<file path="src/rtl/prog_loader_if.sv">
// Stream input and IMEM/DMEM write bus of the program loader.
// slave = loader side, master = host/pipeline side.
interface prog_loader_if #(
   parameter int IMEM_AW = 9,
   parameter int DMEM_AW = 8
) ();
   logic               in_valid;
   logic               in_ready;
   logic [31:0]        in_data;
   logic               imem_we;
   logic [IMEM_AW-1:0] imem_addr;
   logic [31:0]        imem_data;
   logic               dmem_we;
   logic [DMEM_AW-1:0] dmem_addr;
   logic [63:0]        dmem_data;

   modport slave (
      input  in_valid, in_data,
      output in_ready,
      output imem_we, imem_addr, imem_data,
      output dmem_we, dmem_addr, dmem_data
   );

   modport master (
      output in_valid, in_data,
      input  in_ready,
      input  imem_we, imem_addr, imem_data,
      input  dmem_we, dmem_addr, dmem_data
   );
endinterface

</file>
<file path="src/rtl/prog_loader.sv">
// Program loader: streams IMEM then DMEM images in, then runs the pipe.
// Define LOADER_CHECKSUM_EN to add an XOR checksum word per segment.
module prog_loader #(
   parameter int IMEM_AW     = 9,
   parameter int DMEM_AW     = 8,
   parameter int HALT_PC     = 47,
   parameter int RUN_TIMEOUT = 4096
) (
   input  logic               clk,
   input  logic               reset,
   input  logic               start,
   prog_loader_if.slave       bus,
   input  logic [IMEM_AW-1:0] pc,
   output logic               pipe_en,
   output logic               busy,
   output logic               done,
   output logic               err,
   output logic [2:0]         err_code
);

   localparam logic [3:0] ST_IDLE  = 4'd0;
   localparam logic [3:0] ST_IHDR  = 4'd1;
   localparam logic [3:0] ST_ILOAD = 4'd2;
   localparam logic [3:0] ST_DHDR  = 4'd4;
   localparam logic [3:0] ST_DLO   = 4'd5;
   localparam logic [3:0] ST_DHI   = 4'd6;
   localparam logic [3:0] ST_RUN   = 4'd8;
   localparam logic [3:0] ST_DONE  = 4'd9;
`ifdef LOADER_CHECKSUM_EN
   localparam logic [3:0] ST_ICSUM = 4'd3;
   localparam logic [3:0] ST_DCSUM = 4'd7;
   localparam logic [3:0] I_NEXT   = ST_ICSUM;
   localparam logic [3:0] D_NEXT   = ST_DCSUM;
`else
   localparam logic [3:0] I_NEXT   = ST_DHDR;
   localparam logic [3:0] D_NEXT   = ST_RUN;
`endif

   localparam logic [16:0] IMAX   = 17'(2**IMEM_AW);
   localparam logic [16:0] DMAX   = 17'(2**DMEM_AW);
   localparam logic [31:0] HALT_W = 32'(HALT_PC);
   localparam logic [31:0] RUN_W  = 32'(RUN_TIMEOUT);

   logic [3:0]         state_q, state_d;
   logic [16:0]        cnt_q, cnt_d;
   logic [16:0]        n_q, n_d;
   logic [31:0]        lo_q, lo_d;
   logic [31:0]        run_cnt_q, run_cnt_d;
   logic               pipe_en_q, pipe_en_d;
   logic               done_q, done_d;
   logic               err_q, err_d;
   logic [2:0]         err_code_q, err_code_d;
   logic               imem_we_q, imem_we_d;
   logic [IMEM_AW-1:0] imem_addr_q, imem_addr_d;
   logic [31:0]        imem_data_q, imem_data_d;
   logic               dmem_we_q, dmem_we_d;
   logic [DMEM_AW-1:0] dmem_addr_q, dmem_addr_d;
   logic [63:0]        dmem_data_q, dmem_data_d;
`ifdef LOADER_CHECKSUM_EN
   logic [31:0]        csum_q, csum_d;
`endif

   logic        in_ready;
   logic        accept;
   logic [16:0] hdr;
   logic [16:0] cnt_inc;
   logic        last;
   logic        halt_hit;

   // Stream is accepted only in header, load and checksum states.
   always_comb begin
      in_ready = (state_q == ST_IHDR) || (state_q == ST_ILOAD) ||
                 (state_q == ST_DHDR) || (state_q == ST_DLO) ||
`ifdef LOADER_CHECKSUM_EN
                 (state_q == ST_ICSUM) || (state_q == ST_DCSUM) ||
`endif
                 (state_q == ST_DHI);
   end

   assign accept   = bus.in_valid && in_ready;
   assign hdr      = {1'b0, bus.in_data[15:0]};
   assign cnt_inc  = cnt_q + 17'd1;
   assign last     = (cnt_inc == n_q);
   assign halt_hit = ({{(32-IMEM_AW){1'b0}}, pc} >= HALT_W);

   // Next-state, write strobes, run control and sticky status.
   always_comb begin
      state_d     = state_q;
      cnt_d       = cnt_q;
      n_d         = n_q;
      lo_d        = lo_q;
      run_cnt_d   = run_cnt_q;
      pipe_en_d   = pipe_en_q;
      done_d      = done_q;
      err_d       = err_q;
      err_code_d  = err_code_q;
      imem_we_d   = 1'b0;
      imem_addr_d = imem_addr_q;
      imem_data_d = imem_data_q;
      dmem_we_d   = 1'b0;
      dmem_addr_d = dmem_addr_q;
      dmem_data_d = dmem_data_q;
`ifdef LOADER_CHECKSUM_EN
      csum_d      = csum_q;
`endif
      unique case (state_q)
         ST_IDLE: begin
            if (start) begin
               state_d   = ST_IHDR;
               run_cnt_d = '0;
            end
         end
         ST_IHDR: begin
            if (accept) begin
               n_d   = hdr;
               cnt_d = '0;
`ifdef LOADER_CHECKSUM_EN
               csum_d = '0;
`endif
               if (hdr > IMAX) begin
                  err_d      = 1'b1;
                  done_d     = 1'b1;
                  err_code_d = 3'd1;
                  state_d    = ST_DONE;
               end else if (hdr == 17'd0) begin
                  state_d = I_NEXT;
               end else begin
                  state_d = ST_ILOAD;
               end
            end
         end
         ST_ILOAD: begin
            if (accept) begin
               imem_we_d   = 1'b1;
               imem_addr_d = cnt_q[IMEM_AW-1:0];
               imem_data_d = bus.in_data;
               cnt_d       = cnt_inc;
`ifdef LOADER_CHECKSUM_EN
               csum_d = csum_q ^ bus.in_data;
`endif
               if (last) state_d = I_NEXT;
            end
         end
`ifdef LOADER_CHECKSUM_EN
         ST_ICSUM: begin
            if (accept) begin
               if (bus.in_data != csum_q) begin
                  err_d      = 1'b1;
                  done_d     = 1'b1;
                  err_code_d = 3'd4;
                  state_d    = ST_DONE;
               end else begin
                  state_d = ST_DHDR;
               end
            end
         end
`endif
         ST_DHDR: begin
            if (accept) begin
               n_d   = hdr;
               cnt_d = '0;
`ifdef LOADER_CHECKSUM_EN
               csum_d = '0;
`endif
               if (hdr > DMAX) begin
                  err_d      = 1'b1;
                  done_d     = 1'b1;
                  err_code_d = 3'd2;
                  state_d    = ST_DONE;
               end else if (hdr == 17'd0) begin
                  state_d = D_NEXT;
               end else begin
                  state_d = ST_DLO;
               end
            end
         end
         ST_DLO: begin
            if (accept) begin
               lo_d    = bus.in_data;
               state_d = ST_DHI;
`ifdef LOADER_CHECKSUM_EN
               csum_d = csum_q ^ bus.in_data;
`endif
            end
         end
         ST_DHI: begin
            if (accept) begin
               dmem_we_d   = 1'b1;
               dmem_addr_d = cnt_q[DMEM_AW-1:0];
               dmem_data_d = {bus.in_data, lo_q};
               cnt_d       = cnt_inc;
`ifdef LOADER_CHECKSUM_EN
               csum_d = csum_q ^ bus.in_data;
`endif
               state_d = last ? D_NEXT : ST_DLO;
            end
         end
`ifdef LOADER_CHECKSUM_EN
         ST_DCSUM: begin
            if (accept) begin
               if (bus.in_data != csum_q) begin
                  err_d      = 1'b1;
                  done_d     = 1'b1;
                  err_code_d = 3'd4;
                  state_d    = ST_DONE;
               end else begin
                  state_d = ST_RUN;
               end
            end
         end
`endif
         ST_RUN: begin
            // Halt is checked first so it wins over a same-cycle timeout.
            if (halt_hit) begin
               pipe_en_d = 1'b0;
               done_d    = 1'b1;
               state_d   = ST_DONE;
            end else if (pipe_en_q && (run_cnt_q + 32'd1 == RUN_W)) begin
               pipe_en_d  = 1'b0;
               done_d     = 1'b1;
               err_d      = 1'b1;
               err_code_d = 3'd3;
               state_d    = ST_DONE;
            end else begin
               pipe_en_d = 1'b1;
               if (pipe_en_q) run_cnt_d = run_cnt_q + 32'd1;
            end
         end
         ST_DONE: begin
            if (start) begin
               done_d     = 1'b0;
               err_d      = 1'b0;
               err_code_d = 3'd0;
               run_cnt_d  = '0;
               state_d    = ST_IHDR;
            end
         end
         default: state_d = ST_IDLE;
      endcase
   end

   // State and output registers, synchronous active-low reset.
   always_ff @(posedge clk) begin
      if (!reset) begin
         state_q     <= ST_IDLE;
         cnt_q       <= '0;
         n_q         <= '0;
         lo_q        <= '0;
         run_cnt_q   <= '0;
         pipe_en_q   <= 1'b0;
         done_q      <= 1'b0;
         err_q       <= 1'b0;
         err_code_q  <= '0;
         imem_we_q   <= 1'b0;
         imem_addr_q <= '0;
         imem_data_q <= '0;
         dmem_we_q   <= 1'b0;
         dmem_addr_q <= '0;
         dmem_data_q <= '0;
`ifdef LOADER_CHECKSUM_EN
         csum_q      <= '0;
`endif
      end else begin
         state_q     <= state_d;
         cnt_q       <= cnt_d;
         n_q         <= n_d;
         lo_q        <= lo_d;
         run_cnt_q   <= run_cnt_d;
         pipe_en_q   <= pipe_en_d;
         done_q      <= done_d;
         err_q       <= err_d;
         err_code_q  <= err_code_d;
         imem_we_q   <= imem_we_d;
         imem_addr_q <= imem_addr_d;
         imem_data_q <= imem_data_d;
         dmem_we_q   <= dmem_we_d;
         dmem_addr_q <= dmem_addr_d;
         dmem_data_q <= dmem_data_d;
`ifdef LOADER_CHECKSUM_EN
         csum_q      <= csum_d;
`endif
      end
   end

   assign bus.in_ready  = in_ready;
   assign bus.imem_we   = imem_we_q;
   assign bus.imem_addr = imem_addr_q;
   assign bus.imem_data = imem_data_q;
   assign bus.dmem_we   = dmem_we_q;
   assign bus.dmem_addr = dmem_addr_q;
   assign bus.dmem_data = dmem_data_q;
   assign pipe_en       = pipe_en_q;
   assign busy          = (state_q != ST_IDLE) && (state_q != ST_DONE);
   assign done          = done_q;
   assign err           = err_q;
   assign err_code      = err_code_q;

endmodule
</file>
<file path="src/flat_wrapper.sv">
// flat-port wrapper written by rule: the top's interface ports become plain ports
module prog_loader_flat 
#(
   parameter int IMEM_AW     = 9,
   parameter int DMEM_AW     = 8,
   parameter int HALT_PC     = 47,
   parameter int RUN_TIMEOUT = 4096
)
  (clk, reset, start, pc, pipe_en, busy, done, err, err_code, bus_in_valid, bus_in_data, bus_in_ready, bus_imem_we, bus_imem_addr, bus_imem_data, bus_dmem_we, bus_dmem_addr, bus_dmem_data);
  prog_loader_if #(.IMEM_AW(IMEM_AW), .DMEM_AW(DMEM_AW)) bus_i ();
  input  logic clk;
  input  logic reset;
  input  logic start;
  input  logic [IMEM_AW-1:0] pc;
  output logic pipe_en;
  output logic busy;
  output logic done;
  output logic err;
  output logic [2:0] err_code;
  input wire logic [$bits(bus_i.in_valid)-1:0] bus_in_valid;
  input wire logic [$bits(bus_i.in_data)-1:0] bus_in_data;
  output wire logic [$bits(bus_i.in_ready)-1:0] bus_in_ready;
  output wire logic [$bits(bus_i.imem_we)-1:0] bus_imem_we;
  output wire logic [$bits(bus_i.imem_addr)-1:0] bus_imem_addr;
  output wire logic [$bits(bus_i.imem_data)-1:0] bus_imem_data;
  output wire logic [$bits(bus_i.dmem_we)-1:0] bus_dmem_we;
  output wire logic [$bits(bus_i.dmem_addr)-1:0] bus_dmem_addr;
  output wire logic [$bits(bus_i.dmem_data)-1:0] bus_dmem_data;
  assign bus_i.in_valid = bus_in_valid;
  assign bus_i.in_data = bus_in_data;
  assign bus_in_ready = bus_i.in_ready;
  assign bus_imem_we = bus_i.imem_we;
  assign bus_imem_addr = bus_i.imem_addr;
  assign bus_imem_data = bus_i.imem_data;
  assign bus_dmem_we = bus_i.dmem_we;
  assign bus_dmem_addr = bus_i.dmem_addr;
  assign bus_dmem_data = bus_i.dmem_data;
  prog_loader #(.IMEM_AW(IMEM_AW), .DMEM_AW(DMEM_AW), .HALT_PC(HALT_PC), .RUN_TIMEOUT(RUN_TIMEOUT)) u_core (.clk(clk), .reset(reset), .start(start), .bus(bus_i), .pc(pc), .pipe_en(pipe_en), .busy(busy), .done(done), .err(err), .err_code(err_code));
endmodule
</file>
<file path="config.mk">
export PLATFORM = sky130hd
export DESIGN_NAME = prog_loader_flat
export DESIGN_NICKNAME = d
export VERILOG_FILES = /design/src/rtl/prog_loader_if.sv /design/src/rtl/prog_loader.sv /design/src/flat_wrapper.sv
export SDC_FILE = /design/constraint.sdc
export NUM_CORES = 1
export LEC_CHECK = 0
export CORE_MARGIN = 3
export CORE_UTILIZATION = 48
export DETAILED_ROUTE_END_ITERATION = 8
export HOLD_SLACK_MARGIN = 0.05
export PLACE_DENSITY = 0.77
export SLEW_MARGIN = 5
export SYNTH_ARGS = -nofsm -noshare
export SYNTH_HDL_FRONTEND = slang
export SYNTH_SLANG_ARGS = --single-unit
</file>
<file path="constraint.sdc">
create_clock -name clk -period 2.9 [get_ports clk]
set_input_delay 0.87 -clock clk [delete_from_list [all_inputs] [get_ports clk]]
set_output_delay 0.87 -clock clk [all_outputs]
set_load 0.05 [all_outputs]
</file>
==> impl_metrics.tcl, run 1 <==
set metrics [dict create \
    rows 52 \
    crit_required_ns 3.29 \
    rsz0062_at_grt "yes" \
    syn_to_final_growth_pct 39.7 \
    synthTopCellsByCount "334 x nand2_1, 221 x dfxtp_1, 182 x a21oi_1" \
    synth_cell_types 68 \
    cts_tree "yes" \
    synthesis.nets 1346 \
    seqCellArea_um2 4460 \
    gp_congestion 0.906 \
    grt_pass1_vias 9373 \
    die-area_um2 22700 \
    synth_top_cell_by_area "dfxtp_1" \
    cts_root_buffer "clkbuf_16" \
    drt-wirelength-per-cell_um 17.3 \
    initial_core_util_pct 49.2 \
    ys_warn_count 0 \
    finalMaxSlewViolations 0 \
    hold_viol 0 \
    setup_ws_ns -0.0855 \
    synth_top_area_share_pct 44.0 \
    r2r_start "u_core.run_cnt_q[1]" \
    p_leak_nw 5.10 \
    synthCells 1299 \
    ys.flop_type "dfxtp_1" \
    skew_ns 0.00933 \
    layout_min_cycle_time_ns 2.99 \
    clock.fmax_mhz 335 \
    p_total_mw 7.85 \
    netlist_area_um2 10000 \
    fin_crit_sh_pct 103 \
    antenna_found_initial 0 \
    grt-ovfl-total 0 \
    synth-seq-cells 221 \
    placement.io_buffers 166 \
    dpl_worst_slack_ns -0.479 \
    clk_pin_slew_ns 0.06 \
    status "complete, but fails checks" \
    synth_area_leaders "dfxtp_1 44%, nand2_1 12%, a21oi_1 9.1%" \
    pwr_density_cell_nw_per_um2 559 \
    first_iter_violations 806 \
    multi_input_area_um2 5390 \
    worst_pin_slew_ns 0.633 \
    setup_viol 22 \
    antennaDiodeCount 0 \
    path_class "reg -> reg" \
    fin_area_um2 14000 \
    numCtsBuffers 24 \
    post_synth.cell_area_avg_um2 7.74 \
    synth_edf_count 0 \
    routed_wl_um 31200 \
    cts_hold_buf 0 \
    relSlewSlack_pct 57.8 \
    synthArstFlopShare_pct 0 \
    place_area_um2 12600 \
    nets 1568 \
    die_w_um 151 \
    h-tree-depth 1 \
    clockBufferDepth 3 \
    violations "setup timing" \
    maxCapViolCount 0 \
    fillerInstances 1633 \
    grt_usage_pct 25.6 \
    grt_max_degree 98 \
    holdCritStartpoint "u_core.lo_q[28]" \
    start_kind "flip-flop" \
    die_h_um 151 \
    core_um2 20400 \
    worstPathArrival_ns 3.38 \
    ir_drop_mv 0.515 \
    ant_nets 0 \
    viasPerCell 5.71 \
    clkSinkCount 221 \
    yosysMostFrequentCell "nand2_1" \
    io_pins 168 \
    grt_pass1_wl_um 48100 \
    end_kind "flip-flop" \
    crit_fanout 7 \
    hp-class "reg -> reg" \
    num_vias 10300 \
    ys_seq_area_share_pct 44.0 \
    first_pass_iters 4 \
    critPathLaunch "u_core.run_cnt_q[1]" \
    dp_hpwl_um 20900 \
    remaining_drc_errors 0 \
    clk_latency_ns 0.51 \
    drive_above_1_share_pct 16.1 \
]
logic make-up after synthesis:
family,Yosys count,share of synthesized area [%]
mux,22,2.20
buf+inv,117,4.81
other cells,1,0.0373
xor+xnor,36,3.14
fa+ha+maj,3,0.349
simple gates,594,27.2
compound gates,305,18.2
flops,221,44.0
power breakdown:
part,internal [mW],total [mW],leakage (nW),switching [mW]
registers,3.10,3.18,1.79,0.0834
clock network,2.17,3.39,0.438,1.22
logic,0.575,1.28,2.87,0.706
path summary, 6_finish.rpt:
kind         slack [ns]                  endpoint  cells after the start
max               -0.09      u_core.run_cnt_q[15]                     13
min                0.45  u_core.bus.dmem_data[28]                      2
max reg2reg       -0.09      u_core.run_cnt_q[15]                     13
min reg2reg        0.45  u_core.bus.dmem_data[28]                      2
cells in the final DEF, fill, tap and decap left out, types with 7 or more instances in the layout:
cell type	n
or3_1	11
buf_4	109
a221o_1	15
and3_1	14
nand3_1	34
a21oi_1	181
and2_1	9
nand4_1	21
o21ai_0	29
clkbuf_16	27
a31oi_1	8
nand2_1	332
nor4_1	11
inv_1	10
clkdlybuf4s50_1	164
a211oi_1	10
mux2i_1	21
nor2_1	64
nor3_1	28
xnor2_1	24
buf_12	12
nor2b_1	7
dfxtp_2	11
buf_6	14
xor2_1	10
dfxtp_1	205
cell type report:
type / count / share of cell area (%)
Multi-Input combinational cell: 961 / 38.4
Timing Repair Buffer: 302 / 20.7
Clock inverter: 9 / 1.26
Sequential cell: 221 / 31.7
Clock buffer: 34 / 5.12
Tap cell: 270 / 2.41
Inverter: 11 / 0.330
worst max-delay path: stages, from the launching register on:
cell and delay (ns):
dfxtp_4 0.37, ha_4 0.14, buf_6 0.11, nand3_4 0.10, nor4_4 0.34, buf_6 0.19
a31oi_4 0.08, a21o_1 0.19, o211ai_1 0.28, nor4_4 0.09, o31a_1 0.35, buf_6 0.15
clkbuf_16 0.16, a221o_1 0.32
registers in the layout, summed over array words and instances, names as in the netlist:
name,count
u_core.done,1
u_core.pipe_en,1
u_core.bus.dmem_data,64
u_core.bus.dmem_we,1
u_core.bus.imem_we,1
u_core.n_q,16
u_core.bus.imem_addr,9
u_core.cnt_q,17
u_core.bus.dmem_addr,8
u_core.bus.imem_data,32
u_core.run_cnt_q,32
u_core.err_code,2
u_core.err,1
u_core.state_q,4
u_core.lo_q,32
timing repair:
item                                    4_1_cts  5_1_grt
resized for setup                             7       70
cloned                                        0        4
pin swaps                                     4       40
endpoints found under the setup margin       27       37
buffers inserted                              0       16
per-layer routing:
metal | vias to the layer above | GRT usage (%) | wire length (µm)
met5 | - | 0 | 0
met4 | 0 | 6.75 | 872
met3 | 60 | 5.15 | 2400
met2 | 382 | 41.0 | 14500
met1 | 4932 | 35.6 | 13500
li1 | 4950 | - | -
per-stage QoR:
stage / std cells / utilization, % / setup TNS, ns / hold slack (ns)
after floorplan: 1299 / - / 0 / 0.432
after global placement: 1745 / 61.9 / -10.58 / 0.436
after detailed placement: 1745 / 61.9 / -9.91 / 0.444
after CTS: 1788 / 66.4 / 0 / 0.452
after global routing: 1808 / 68.7 / -3.55 / 0.465
final: 1808 / 68.7 / -0.998 / 0.448
Note: power is estimated with default switching activity, not from simulation.
==> run 2: changes to the inputs <==
--- a/config.mk
+++ b/config.mk
@@ -9,2 +9,3 @@
 export CORE_UTILIZATION = 48
+export CTS_CLUSTER_SIZE = 24
 export DETAILED_ROUTE_END_ITERATION = 8
@@ -16 +17,2 @@
 export SYNTH_SLANG_ARGS = --single-unit
+export TNS_END_PERCENT = 100
--- a/constraint.sdc
+++ b/constraint.sdc
@@ -3,2 +3,2 @@
 set_output_delay 0.87 -clock clk [all_outputs]
-set_load 0.05 [all_outputs]
+set_load 0.1 [all_outputs]
==> run 2 against run 1 <==
The flow now finishes without violations. Die area unchanged. Fmax rose by 3.3%. Via count shrank 1.1%. Design area down 2.9%. Worst setup slack gained 0.094 ns. Critical path type unchanged. Total power decreased by 2.1%.
==> impl_metrics.tcl, run 2 (synthesis results as in run 1) <==
set metrics [dict create \
    status "completed" \
    crit_chain "nand4_4 -> buf_4 -> buf_4 -> nor4_2 -> xnor2_1 -> a31oi_2 -> o21bai_4 -> nor4_4 -> buf_4 -> o31a_4 -> clkbuf_16 -> a221o_1" \
    numCtsBuffers 24 \
    cpMostUsedCell "buf_4" \
    layout_min_cycle_time_ns 2.89 \
    crit_required_ns 3.30 \
    end_kind "flip-flop" \
    grt_pass1_wl_um 47600 \
    grt_pass1_vias 9484 \
    reg2reg_slack_ns 0.009 \
    dpl_worst_slack_ns -0.451 \
    pwr_density_cell_nw_per_um2 564 \
    dp_hpwl_um 20700 \
    holdCritStartpoint "u_core.lo_q[10]" \
    grt_usage_pct 25.4 \
    initial_core_util_pct 49.2 \
    clkSinkCount 221 \
    cts_tree "yes" \
    skew_ns 0.0112 \
    worstPathArrival_ns 3.29 \
    placement.io_buffers 166 \
    p_total_mw 7.69 \
    crit_slowest_cell "dfxtp_4" \
    largest_reg_flops 64 \
    r2r_cells 12 \
    antennaDiodeCount 0 \
    cp_top_family "compound AO/OA/AOI/OAI gates" \
    rows 52 \
    fillerInstances 1704 \
    setup-tns-final_ns 0 \
    nets 1564 \
    grt_max_degree 182 \
    ir_drop_mv 0.439 \
    h-tree-depth 1 \
    place_area_um2 12300 \
    first_iter_violations 741 \
    routed_wl_um 30700 \
    core_um2 20400 \
    fin_crit_sh_pct 99.7 \
    die_w_um 151 \
    setup_viol 0 \
    worst_pin_slew_ns 0.821 \
    fin_area_um2 13600 \
    hold_viol 0 \
    maxCapViolCount 0 \
    viasPerCell 5.66 \
    hold_end "u_core.bus.dmem_data[10]" \
    first_pass_iters 5 \
    worstReg2RegEnd "u_core.run_cnt_q[5]" \
    drive_above_1_share_pct 23.9 \
    cts_hold_buf 0 \
    clk_latency_ns 0.52 \
    clock.fmax_mhz 346 \
    die_h_um 151 \
    clk_pin_slew_ns 0.06 \
    antenna_found_initial 0 \
    crit_path_max_incr_delay_ns 0.38 \
    final_common_cell "nand2_1" \
    num_vias 10200 \
    cts_root_buffer "clkbuf_16" \
    grt-ovfl-total 0 \
    io_pins 168 \
    whs_path_depth 2 \
    crit_fanout 7 \
    ant_nets 0 \
    gp_congestion 0.930 \
    relSlewSlack_pct 45.2 \
    path_buf_inv 4 \
    die-area_um2 22700 \
    drt-wirelength-per-cell_um 17.1 \
    start_kind "flip-flop" \
    hp-class "reg -> reg" \
    r2r_start "u_core.run_cnt_q[3]" \
    p_leak_nw 5.33 \
    layout_common_cells "332 x nand2_1, 233 x buf_4, 203 x dfxtp_1" \
    path_class "reg -> reg" \
    syn_to_final_growth_pct 35.7 \
    remaining_drc_errors 0 \
    finalMaxSlewViolations 0 \
    clockBufferDepth 3 \
    setup_ws_ns 0.00895 \
]
==> run 2: changes by cell type in the layout (fill, tap and decap cells not counted), moves of 3 or more <==
cell,previous run,this run
and4_1,6,3
buf_4,109,233
buf_6,14,7
clkdlybuf4s50_1,164,44
clkinv_2,2,6
dfxtp_2,11,14
==> run 2: worst max-delay path by stage <==
stage	cells past startpoint	slack [ns]	endpoint	start
global route	12	-0.07	u_core.run_cnt_q[5]	u_core.run_cnt_q[3]
CTS	10	0.002	u_core.run_cnt_q[2]	u_core.run_cnt_q[19]
global placement	10	-0.45	u_core.err_code[1]	bus_in_data[0]
floorplan	9	0.0003	u_core.err_code[0]	bus_in_data[4]
detailed placement	10	-0.45	u_core.err_code[1]	bus_in_data[0]
finish	12	0.009	u_core.run_cnt_q[5]	u_core.run_cnt_q[3]
==> run 2: final cells by class <==
cell class	count	area (µm²)	area share, %
sequential	221	4460	32.7
clock inverter	12	153	1.12
multi-input combinational	961	5410	39.7
clock buffer	30	673	4.94
tap	270	338	2.48
timing repair buffer	298	2560	18.8
inverter	11	46.3	0.339
==> run 2: timing repair <==
| item | 4_1_cts | 5_1_grt |
|---|---|---|
| gates resized for setup | 19 | 59 |
| pin swaps | 5 | 25 |
| gates cloned | 0 | 4 |
| buffers inserted | 3 | 11 |
| endpoints found under the setup margin | 25 | 38 |
==> run 2: tightest hold or removal path, delay by kind of cell (launching register included) <==
family             cells  cell delay, ns
AOI/OAI and AO/OA      1            0.05
DFF                    1            0.31
and+or+nand+nor        1            0.05
==> run 2: stage by stage <==
step | hold slack [ns] | cells | util [%]
6_report | 0.449 | 1803 | 66.8
5_1_grt | 0.466 | 1803 | 66.8
4_1_cts | 0.451 | 1789 | 64.8
3_5_place_dp | 0.442 | 1744 | 60.3
3_3_place_gp | 0.436 | 1744 | 60.3
2_1_floorplan | 0.432 | 1299 | -
==> run 2: where the power goes <==
| group | switching (mW) | internal, mW | total (mW) | leakage, nW |
|---|---|---|---|---|
| Sequential | 0.103 | 3.10 | 3.20 | 1.79 |
| Combinational | 0.828 | 0.504 | 1.33 | 3.13 |
| Clock | 1.24 | 1.91 | 3.15 | 0.410 |
==> run 2: metal layers <==
| metal | track usage (%) | up-vias | wire, µm |
|---|---|---|---|
| met3 | 4.15 | 58 | 2160 |
| met5 | 0 | - | 0 |
| li1 | - | 4939 | - |
| met2 | 41.0 | 352 | 14300 |
| met4 | 8.07 | 0 | 869 |
| met1 | 34.9 | 4862 | 13400 |
==> run 3: changes to the inputs <==
Settings changed: CELL_PAD_IN_SITES_DETAIL_PLACEMENT from default to 0, CELL_PAD_IN_SITES_GLOBAL_PLACEMENT from default to 2, CORE_UTILIZATION 48 to 28, PLACE_DENSITY 0.77 to 0.78.
==> run 3 against run 2 <==
The run now ends with setup timing left. Register-to-register slack got worse by 0.06 ns. Fmax fell by 2.1%. Design area up 3.0%. Via count fell by 2.2%. Sequential power is essentially flat. Clock power increased by 14%. Hold slack gained 0.0030 ns. Total power is 7.7% higher. Clock skew up 0.0054 ns. Non-clock buffer count is 18 higher. Critical path type unchanged. Highest routed layer unchanged.
==> impl_metrics.tcl, run 3 (synthesis results as in run 1) <==
set metrics [dict create \
    status "complete, but fails checks" \
    violations "setup timing" \
    crit_required_ns 3.31 \
    num_vias 9984 \
    path_class "reg -> reg" \
    clkSinkCount 221 \
    clk_pin_slew_ns 0.07 \
    place_area_um2 12700 \
    ant_nets 0 \
    holdCritStartpoint "u_core.lo_q[21]" \
    initial_core_util_pct 28.7 \
    reg2reg_slack_ns -0.05 \
    p_leak_nw 5.41 \
    io_pins 168 \
    end_kind "flip-flop" \
    pwr_density_cell_nw_per_um2 589 \
    relSlewSlack_pct 53.4 \
    cts_hold_buf 0 \
    fillerInstances 3580 \
    drive_above_1_share_pct 23.7 \
    worst_pin_slew_ns 0.689 \
    dp_hpwl_um 25200 \
    ir_drop_mv 0.435 \
    routed_wl_um 36600 \
    rsz0062_at_grt "yes" \
    r2r_start "u_core.run_cnt_q[6]" \
    largest_reg_flops 64 \
    finalMaxSlewViolations 0 \
    syn_to_final_growth_pct 39.8 \
    dpl_worst_slack_ns -0.509 \
    grt_usage_pct 18.4 \
    start_kind "flip-flop" \
    worstReg2RegEnd "u_core.run_cnt_q[2]" \
    nets 1585 \
    h-tree-depth 1 \
    grt-ovfl-total 0 \
    core_um2 35000 \
    final_common_cell "nand2_1" \
    numCtsBuffers 27 \
    crit_fanout 7 \
    setup_ws_ns -0.0522 \
    grt_max_degree 138 \
    die_h_um 195 \
    rows 68 \
    skew_ns 0.0166 \
    die_w_um 195 \
    antenna_found_initial 0 \
    grt_pass1_vias 9488 \
    cts_tree "yes" \
    hold_viol 0 \
    first_iter_violations 607 \
    worstPathArrival_ns 3.36 \
    fin_area_um2 14000 \
    clk_latency_ns 0.54 \
    layout_min_cycle_time_ns 2.95 \
    viasPerCell 4.96 \
    hold_end "u_core.bus.dmem_data[21]" \
    antennaDiodeCount 0 \
    setup_viol 22 \
    remaining_drc_errors 0 \
    r2r_cells 13 \
    hp-class "reg -> reg" \
    drt-wirelength-per-cell_um 18.2 \
    fin_crit_sh_pct 102 \
    maxCapViolCount 0 \
    first_pass_iters 5 \
    clock.fmax_mhz 339 \
    placement.io_buffers 166 \
    clockBufferDepth 3 \
    layout_common_cells "333 x nand2_1, 248 x buf_4, 209 x dfxtp_1" \
    cts_root_buffer "clkbuf_16" \
    setup-tns-final_ns -0.743 \
    whs_path_depth 2 \
    p_total_mw 8.28 \
    gp_congestion 0.859 \
    grt_pass1_wl_um 56800 \
    die-area_um2 38200 \
]
-- run 3: power by group --
group	total, mW	switching (mW)	leakage [nW]	internal [mW]
Sequential	3.19	0.0886	1.79	3.10
Clock	3.60	1.38	0.471	2.22
Combinational	1.49	0.897	3.15	0.595
Total	8.28	2.37	5.41	5.91
-- run 3: layer usage --
metal / wire, µm / part of all wire (%) / track usage (%)
met1: 17600 / 48 / 26.0
met2: 16800 / 46 / 29.9
met3: 1390 / 3.8 / 2.81
met4: 722 / 2.0 / 3.86
met5: 0 / 0 / 0
-- run 3: what timing repair did --
| action | CTS | global route |
|---|---|---|
| setup buffers | 14 | 2 |
| pin swaps | 28 | 7 |
| setup endpoints to repair | 30 | 38 |
| cloned | 3 | 0 |
| resized for setup | 31 | 15 |
-- run 3: cell type report --
| class | instances | area [µm²] | share of cell area (%) |
|---|---|---|---|
| Sequential cell | 221 | 4440 | 31.6 |
| Multi-Input combinational cell | 961 | 5290 | 37.6 |
| Clock buffer | 35 | 766 | 5.45 |
| Clock inverter | 15 | 188 | 1.34 |
| Inverter | 11 | 46.3 | 0.330 |
| Timing Repair Buffer | 316 | 2740 | 19.5 |
| Tap cell | 455 | 569 | 4.05 |
-- run 3: worst max path at each step --
| stage | from | end | slack, ns |
|---|---|---|---|
| finish | u_core.run_cnt_q[6] | u_core.run_cnt_q[2] | -0.05 |
| global route | u_core.run_cnt_q[12] | u_core.err_code[0] | -0.18 |
| CTS | u_core.run_cnt_q[1] | u_core.run_cnt_q[2] | -0.05 |
| detailed placement | bus_in_data[0] | u_core.err_code[0] | -0.51 |
| global placement | bus_in_data[0] | u_core.err | -0.48 |
| floorplan | bus_in_data[4] | u_core.err_code[0] | 0.0003 |
-- run 3: per-stage QoR --
step	utilization (%)	hold slack [ns]	std cells
2_1_floorplan	-	0.432	1299
3_3_place_gp	36.4	0.438	1946
3_5_place_dp	36.4	0.444	1946
4_1_cts	40.0	0.454	2012
5_1_grt	40.2	0.468	2014
6_report	40.2	0.452	2014
-- run 3: worst max-delay path, stage by stage (launching register included) --
cell and delay [ns]:
dfxtp_4 0.37, nand4_4 0.16, buf_12 0.17, nor4_4 0.32, buf_12 0.17, a31oi_4 0.07, a21o_1 0.19, o211ai_1 0.26
nor4_4 0.06, buf_4 0.14, o31a_1 0.31, buf_6 0.15, buf_12 0.14, a221o_1 0.31
